**config.mk**
```make
export PLATFORM = sky130hd
export DESIGN_NAME = mod_solinas_pipe
export DESIGN_NICKNAME = d
export VERILOG_FILES = /design/src/rtl/mod_solinas_pipe.sv
export SDC_FILE = /design/constraint.sdc
export NUM_CORES = 2
export LEC_CHECK = 0
export ABC_AREA = 0
export ABC_CLOCK_PERIOD_IN_PS = 6500
export CELL_PAD_IN_SITES_DETAIL_PLACEMENT = 1
export CELL_PAD_IN_SITES_GLOBAL_PLACEMENT = 1
export CORE_ASPECT_RATIO = 0.9
export CORE_UTILIZATION = 45
export CTS_CLUSTER_DIAMETER = 50
export DETAILED_ROUTE_END_ITERATION = 7
export DONT_BUFFER_PORTS = 1
export PLACE_DENSITY = 0.76
export SETUP_SLACK_MARGIN = 0.05
export SLEW_MARGIN = 10
export SYNTH_ARGS = -nofsm -noshare
export SYNTH_HDL_FRONTEND = slang
export SYNTH_SLANG_ARGS = --single-unit
```
**constraint.sdc**
```tcl
create_clock -name clk -period 6.5 [get_ports clk]
set_clock_uncertainty 0.1 [all_clocks]
set_input_delay 1.625 -clock clk [delete_from_list [all_inputs] [get_ports clk]]
set_output_delay 1.625 -clock clk [all_outputs]
set_load 0.05 [all_outputs]
```
**src/rtl/mod_solinas_pipe.sv**
```systemverilog
// Two-stage modular reduce/add/sub unit for the Solinas prime
// p = 2^(3W) - 2^W - 1 (W=64 gives P-192).
// Stage 1 folds the operand into an unreduced sum S < 4p.
// Stage 2 removes up to 3p by picking the smallest non-negative candidate.
// Both ends use valid/ready handshakes, and an opaque tag travels with each op.

module mod_solinas_pipe #(
   parameter int W     = 64,
   parameter int TAG_W = 4
) (
   input  logic               clk,
   input  logic               rst_n,
   input  logic               in_valid,
   output logic               in_ready,
   input  logic [1:0]         in_op,
   input  logic [6*W-1:0]     in_a,
   input  logic [TAG_W-1:0]   in_tag,
   output logic               out_valid,
   input  logic               out_ready,
   output logic [3*W-1:0]     out_data,
   output logic [TAG_W-1:0]   out_tag,
   output logic               out_err
);

   localparam int F  = 3 * W;
   localparam int SW = F + 2;
   localparam int DW = F + 3;

   // p = all-ones top word, FF..FE middle word, all-ones low word
   localparam logic [F-1:0]  P_F = {{W{1'b1}}, {(W-1){1'b1}}, 1'b0, {W{1'b1}}};
   localparam logic [SW-1:0] P_S = {2'b00, P_F};
   localparam logic [DW-1:0] P1  = {3'b000, P_F};
   localparam logic [DW-1:0] P2  = {2'b00, P_F, 1'b0};
   localparam logic [DW-1:0] P3  = P1 + P2;

   typedef enum logic [1:0] {
      OP_REDUCE = 2'd0,
      OP_ADD    = 2'd1,
      OP_SUB    = 2'd2,
      OP_RSVD   = 2'd3
   } op_e;

   op_e            op;
   logic [W-1:0]   a0, a1, a2, a3, a4, a5;
   logic [F-1:0]   x, y;
   logic [SW-1:0]  reduce_sum, add_sum, sub_raw, sub_sum;
   logic [SW-1:0]  s1_next_sum;
   logic           s1_next_err;

   logic           s1_v;
   logic [SW-1:0]  s1_sum;
   logic [TAG_W-1:0] s1_tag;
   logic           s1_err;
   logic           s1_adv;

   logic [DW-1:0]  d1, d2, d3, res;
   logic           unused_res_hi;

   assign op = op_e'(in_op);

   assign a0 = in_a[0*W +: W];
   assign a1 = in_a[1*W +: W];
   assign a2 = in_a[2*W +: W];
   assign a3 = in_a[3*W +: W];
   assign a4 = in_a[4*W +: W];
   assign a5 = in_a[5*W +: W];
   assign x  = in_a[F-1:0];
   assign y  = in_a[2*F-1:F];

   // 2^(3W) == 2^W + 1 (mod p), so the upper three words fold into the low half
   assign reduce_sum = {2'b00, a2, a1, a0}
                     + {{(W+2){1'b0}}, a3, a3}
                     + {2'b00, a4, a4, {W{1'b0}}}
                     + {2'b00, a5, a5, a5};

   assign add_sum = {2'b00, x} + {2'b00, y};

   // Adding p before subtracting avoids a borrow for in-range y.
   // An out-of-range y can still wrap; adding p again keeps S small enough for stage 2.
   assign sub_raw = {2'b00, x} + P_S - {2'b00, y};
   assign sub_sum = sub_raw[SW-1] ? (sub_raw + P_S) : sub_raw;

   // Stage 1 operation select: unreduced sum and the reserved-op flag
   always_comb begin
      s1_next_sum = '0;
      s1_next_err = 1'b0;
      case (op)
         OP_REDUCE: s1_next_sum = reduce_sum;
         OP_ADD:    s1_next_sum = add_sum;
         OP_SUB:    s1_next_sum = sub_sum;
         default:   s1_next_err = 1'b1;
      endcase
   end

   // Stage 2 empties or drains this cycle; stage 1 can refill as it moves on
   assign s1_adv   = !out_valid | out_ready;
   assign in_ready = !s1_v | s1_adv;

   // Stage 1 register: capture the sum, tag and error on accept
   always_ff @(posedge clk or negedge rst_n) begin
      if (!rst_n) begin
         s1_v   <= 1'b0;
         s1_sum <= '0;
         s1_tag <= '0;
         s1_err <= 1'b0;
      end else if (in_ready) begin
         s1_v <= in_valid;
         if (in_valid) begin
            s1_sum <= s1_next_sum;
            s1_tag <= in_tag;
            s1_err <= s1_next_err;
         end
      end
   end

   // Candidates S-p, S-2p, S-3p; the top bit of each difference is its borrow
   assign d1 = {1'b0, s1_sum} - P1;
   assign d2 = {1'b0, s1_sum} - P2;
   assign d3 = {1'b0, s1_sum} - P3;

   // Pick the smallest non-negative candidate; the fold can exceed 3p, so all three are needed
   always_comb begin
      res = {1'b0, s1_sum};
      if (!d3[DW-1])
         res = d3;
      else if (!d2[DW-1])
         res = d2;
      else if (!d1[DW-1])
         res = d1;
   end

   // The selected value is below p, so its bits above F are always zero
   assign unused_res_hi = ^res[DW-1:F];

   // Stage 2 output register: load when the downstream slot frees, hold while stalled
   always_ff @(posedge clk or negedge rst_n) begin
      if (!rst_n) begin
         out_valid <= 1'b0;
         out_data  <= '0;
         out_tag   <= '0;
         out_err   <= 1'b0;
      end else if (s1_adv) begin
         out_valid <= s1_v;
         if (s1_v) begin
            out_data <= res[F-1:0];
            out_tag  <= s1_tag;
            out_err  <= s1_err;
         end
      end
   end

endmodule
```
==> summary.txt, run 1 <==
Global routing
  – Global-route wire length before repair: 1370000 um
  – Largest net degree at the start of global routing: around 400
  – Gr ovfl total: 19600
  – GRT Overall Usage: 107%
  – Vias in the first global route: around 170k

Clock tree
  – CTS root buf: clkbuf_16
  – # clock sinks: 398
  – Clk buf depth: 3
  – H-tree levels: 2
  – Number of buffers inserted by hold repair at cts: 0
  – Number of CTS-inserted buffers: 52

Synthesis
  – Distinct cells, synth: 119
  – Synthesized cell area: 77300 um2
  – Synthesis Warnings: 0
  – Ranking of synthesized cells by area: ha_1, dfrtp_1, a21oi_1
  – Synth Register Bits: 398
  – Async S/R FF share, synth: 100%
  – Mean post-synth cell area: 7.26 um2
  – Area leader, netlist: ha_1
  – Synth Instances: ~11000
  – Sequential fraction of the synthesis area: 12.9%
  – Area share of the largest cell type after synthesis: 14.5%
  – Top_reg_cell synth: dfrtp_1
  – Post-synth EDFFs: 0
  – Syn_nets: 12200

Place
  – Placer Congestion: 1.40
  – DP Wirelength: between 500000 and 600000 um
  – # port buffers: 0

Outcome
  – Outcome: stopped before the end
  – Last stage: 5_1_grt
  – First error: [ERROR GRT-0116] Global routing finished with congestion. Check the congestion regions in the DRC Viewer.

Floorplan
  – Top-Level Pins: slightly below 600
  – DIE HEIGHT: about 400 um
  – Initial Util: 45.5%
  – Cell row count: 143
  – Die X: around 440 um
-- per-stage QoR --
stage	worst slack, ps	instance area (um2)	std cells	hold slack (ps)
floorplan	-299	78800	10700	342
global placement	-1820	106000	15900	354
detailed placement	-2070	106000	15900	383
CTS	-835	113000	16100	412
-- cells by family after synthesis --
group	Yosys count	synth area share, %
XOR/XNOR	865	9.80
AO/OA/AOI/OAI	3348	26.9
buffers and inverters	1097	5.36
adder cells (fa/ha/maj)	1157	21.2
flip-flops	398	12.9
AND/OR/NAND/NOR	3764	23.5
multiplexers	28	0.388
-- layer usage --
metal,overflow,track usage [%]
met1,319,91.7
met5,33,77.2
met4,3386,115
met2,15500,141
met3,319,85.6
-- cells in the mapped netlist, drive strengths merged (22+ instances only) --
| cell type | count |
|---|---|
| or2 | 39 |
| a221oi | 62 |
| a22oi | 39 |
| a21o | 209 |
| nand4 | 295 |
| nand2 | 1174 |
| nor2 | 952 |
| buf | 24 |
| ha | 898 |
| a311oi | 34 |
| o22ai | 22 |
| or4 | 38 |
| o21ai | 899 |
| fa | 259 |
| nor2b | 86 |
| a211oi | 114 |
| dfrtp | 398 |
| inv | 644 |
| o21bai | 176 |
| nor4b | 22 |
| a31oi | 82 |
| a41oi | 22 |
| o21a | 90 |
| o211ai | 66 |
| nor3 | 252 |
| nor3b | 22 |
| o31ai | 129 |
| xnor2 | 561 |
| a21boi | 34 |
| clkbuf | 425 |
| o221ai | 58 |
| and4 | 57 |
| nor4 | 200 |
| xor2 | 304 |
| or3 | 79 |
| a21oi | 1080 |
| and2 | 74 |
| and3 | 89 |
| nand2b | 62 |
| nand3 | 268 |
-- what timing repair did --
item | CTS
setup endpoints to repair | 196
resized for setup | 838
buffers inserted | 121
cloned | 0
pin swaps | 224
==> run 2, diff against run 1 <==
==> config.mk (replaced) <==
export PLATFORM = sky130hd
export DESIGN_NAME = mod_solinas_pipe
export DESIGN_NICKNAME = d
export VERILOG_FILES = /design/src/rtl/mod_solinas_pipe.sv
export SDC_FILE = /design/constraint.sdc
export NUM_CORES = 2
export LEC_CHECK = 0
export ABC_AREA = 0
export ABC_CLOCK_PERIOD_IN_PS = 6500
export CORE_UTILIZATION = 30
export DETAILED_ROUTE_END_ITERATION = 7
export DONT_BUFFER_PORTS = 1
export PLACE_DENSITY_LB_ADDON = 0.15
export SLEW_MARGIN = 10
export SYNTH_ARGS = -nofsm -noshare
export SYNTH_HDL_FRONTEND = slang
export SYNTH_SLANG_ARGS = --single-unit
==> run 2 against run 1 <==
The flow now finishes, with violations (max-slew violations, negative setup slack). Synthesized cell count unchanged. Synthesized area unchanged.
==> summary.txt, run 2 <==
Place
  – Setup Slack @ Placement: -2850 ps
  – DP Wirelength: 561000 um
  – Placed cells: between 15000 and 20000
  – Placer Congestion: 1.17
  – # port buffers: 0

Hold path
  – Worst Hold Path EP: s1_tag[1]
  – Hold Startpoint: s1_tag[1]
  – Depth of the worst hold-timing path: 2
  – Worst min path class: reg -> reg

STA
  – Final hold vios: 0
  – Unrepaired setup endpoints after global routing: yes
  – Fmax: 141 MHz
  – Max-slew headroom: -29.2%
  – Crit share post-route: 109%
  – Final Max Slew Viols: 300
  – Setup violators final: roughly 140
  – Worst-Margin Slew: 1940 ps
  – Post-route worst setup slack: -589 ps
  – Post-route minimum period: 7090 ps

Route
  – Drt pass-1 iters: 6
  – Total number of vias: ~110k
  – Vias per cell: 5.93
  – Post-Route WL: 649000 um
  – DR iter-0 viols: 11400
  – Post-route ant nets: 0
  – Routed len/inst: 36.2 um
  – DRC viols: 0

Finish
  – Area grow syn2layout: 60.1%
  – Share of cells above drive strength 1: 38.1%
  – Commonest non-fill, non-tap cell in the layout: buf_4
  – Most frequent cells in the layout: buf_4, nand2_1, a21oi_1
  – Max FFs per register: 194
  – Fill count: 25900
  – Most flop-heavy register: s1_sum
  – Multi-input gate area: 72000 um2
  – Nets: 16000
  – Register area: 9960 um2
  – Biggest regs: s1_sum (194), out_data (192)
  – Post-Layout Cell Count: 17900
  – Post-Route Utilization: 48.3%

Power and ir drop
  – P_int: 15100 uW
  – Worst IR Drop VDD: 0.184 mV
  – P_sw: around 17000 uW
  – Leak pwr: 0.0551 uW
  – Switching share of power: 52.7%
  – Clk pwr share: approximately a tenth
  – Sequential share of power: 16.8%
  – Power share of the combinational group: 73.7%
  – Power per cell area: 258 nW/um2

Setup path
  – CP Data Arrival Time: approximately 7600 ps
  – Worst path required time: 7010 ps
  – CP endpoint kind: register
  – Startpoint types: input pin
  – Slowest cell on crit path: or4b_4
  – R2R cell count: 21
  – Critical path's most frequent cell: buf_6
  – Reg2reg start: s1_sum[93]
  – Crit-path max FO: 5
  – Flop2flop setup slack: 80 ps
  – Largest stage delay, worst path: 630 ps
  – Critical path class: in -> reg
  – FF-to-FF End: out_data[167]

Global routing
  – Global-route wire length before repair: roughly 860000 um
  – Largest net degree at the start of global routing: 399
  – Gr ovfl total: 0
  – Vias in the first global route: 104000
  – Initial antenna violation count: 69
  – GRT Overall Usage: between 40% and 50%

Synthesis
  – Synth Register Bits: 398
  – Post-synth EDFFs: 0
  – Synth cell count leaders: nand2_1, a21oi_1, nor2_1
  – Synth Instances: roughly 11000
  – Top-count cell post-synth: nand2_1
  – Async S/R FF share, synth: 100%
  – Mean post-synth cell area: slightly above 7 um2
  – Sequential fraction of the synthesis area: 12.9%
  – Synthesized cell area: about 77000 um2
  – Area leader, netlist: ha_1
  – Top_reg_cell synth: dfrtp_1
  – Ranking of synthesized cells by area: ha_1, dfrtp_1, a21oi_1
  – Distinct cells, synth: about 120
  – Synthesis Warnings: 0
  – Syn_nets: 12200
  – Area share of the largest cell type after synthesis: about 15%

Floorplan
  – Die area: 260000 um2
  – Top-Level Pins: slightly below 600
  – Core area: ~260000 um2
  – DIE HEIGHT: 510 um
  – Initial Util: 30.2%
  – Die X: 510 um
  – Cell row count: approximately 190

Clock tree
  – Clock-pin transition on the worst setup and hold timing paths: 60 ps
  – Number of CTS-inserted buffers: 47
  – Clk buf depth: 3
  – H-tree levels: 2
  – CTS root buf: clkbuf_16
  – CTS tree: done
  – # clock sinks: just under 400
  – Skew-Pair Late Insertion Delay: between 700 and 800 ps
  – Number of buffers inserted by hold repair at cts: 0

Outcome
  – Failing checks: max-slew violations, negative setup slack
  – Outcome: complete, but fails checks

Run
  – Max-cap violations: 0
run 2: cell counts after synthesis:
No cell type changed its count.
run 2: area by class of cell:
class,instances,share of cell area (%)
Multi-Input combinational cell,9162,58.1
Timing Repair Buffer,4178,26.9
Sequential cell,398,8.04
Tap cell,3384,3.42
Inverter,648,2.02
Clock buffer,63,1.06
Clock inverter,25,0.289
Antenna cell,81,0.164
run 2: kinds of logic after synthesis:
family	after synthesis	synth area share (%)
AND/OR/NAND/NOR	3764	23.5
multiplexers	28	0.388
AO/OA/AOI/OAI	3348	26.9
flip-flops	398	12.9
adder cells (fa/ha/maj)	1157	21.2
XOR/XNOR	865	9.80
buffers and inverters	1097	5.36
run 2: through the flow:
step                      cell area, um2  hold slack [ps]  TNS (ps)  total power, uW
final                             124000              376    -38010            31900
after global routing              124000              399    -45070            32900
after CTS                         120000              378    -20690            30500
after detailed placement          112000              362   -290030            26300
after global placement            112000              355   -302840            26300
after floorplan                    78700              342     -3810            14100
run 2: how the worst max path moves through the flow:
stage | start | slack, ps | endpoint | cells past startpoint
2_1_floorplan | in_a[193] | -300 | s1_sum[169] | 25
3_3_place_gp | in_a[5] | -3660 | s1_sum[193] | 25
3_5_place_dp | in_a[2] | -2850 | s1_sum[193] | 27
4_1_cts | in_a[3] | -500 | s1_sum[189] | 29
5_1_grt | in_a[193] | -630 | s1_sum[179] | 28
6_report | in_a[193] | -590 | s1_sum[161] | 29
run 2: power by group through the flow:
stage / clock network (uW) / logic (uW) / registers (uW)
2_1_floorplan: 0 / 9080 / 5010
4_1_cts: 3040 / 22100 / 5350
3_5_place_dp: 0 / 20900 / 5400
3_3_place_gp: 0 / 20900 / 5380
5_1_grt: 3150 / 24300 / 5430
6_report: 3020 / 23600 / 5370
run 2: what timing repair did:
item,4_1_cts,5_1_grt
resized for setup,1113,568
endpoints found under the setup margin,209,227
pin swaps,357,355
setup buffers,153,109
run 2: critical path, delay by kind of cell:
family,cells,cell delay [ps]
XOR/XNOR,2,200
buffers and inverters,9,1090
AND/OR/NAND/NOR,9,2530
AO/OA/AOI/OAI,6,1360
adder cells (fa/ha/maj),3,740
run 2: routing by layer:
metal,global-route usage (%),part of all wire (%),vias to the layer above
li1,-,-,46200
met1,50.7,35,51700
met2,72.9,42,6200
met3,12.4,8.9,2246
met4,57.9,14,14
met5,0.0731,0.014,-
Note: power is estimated with default switching activity, not from simulation.
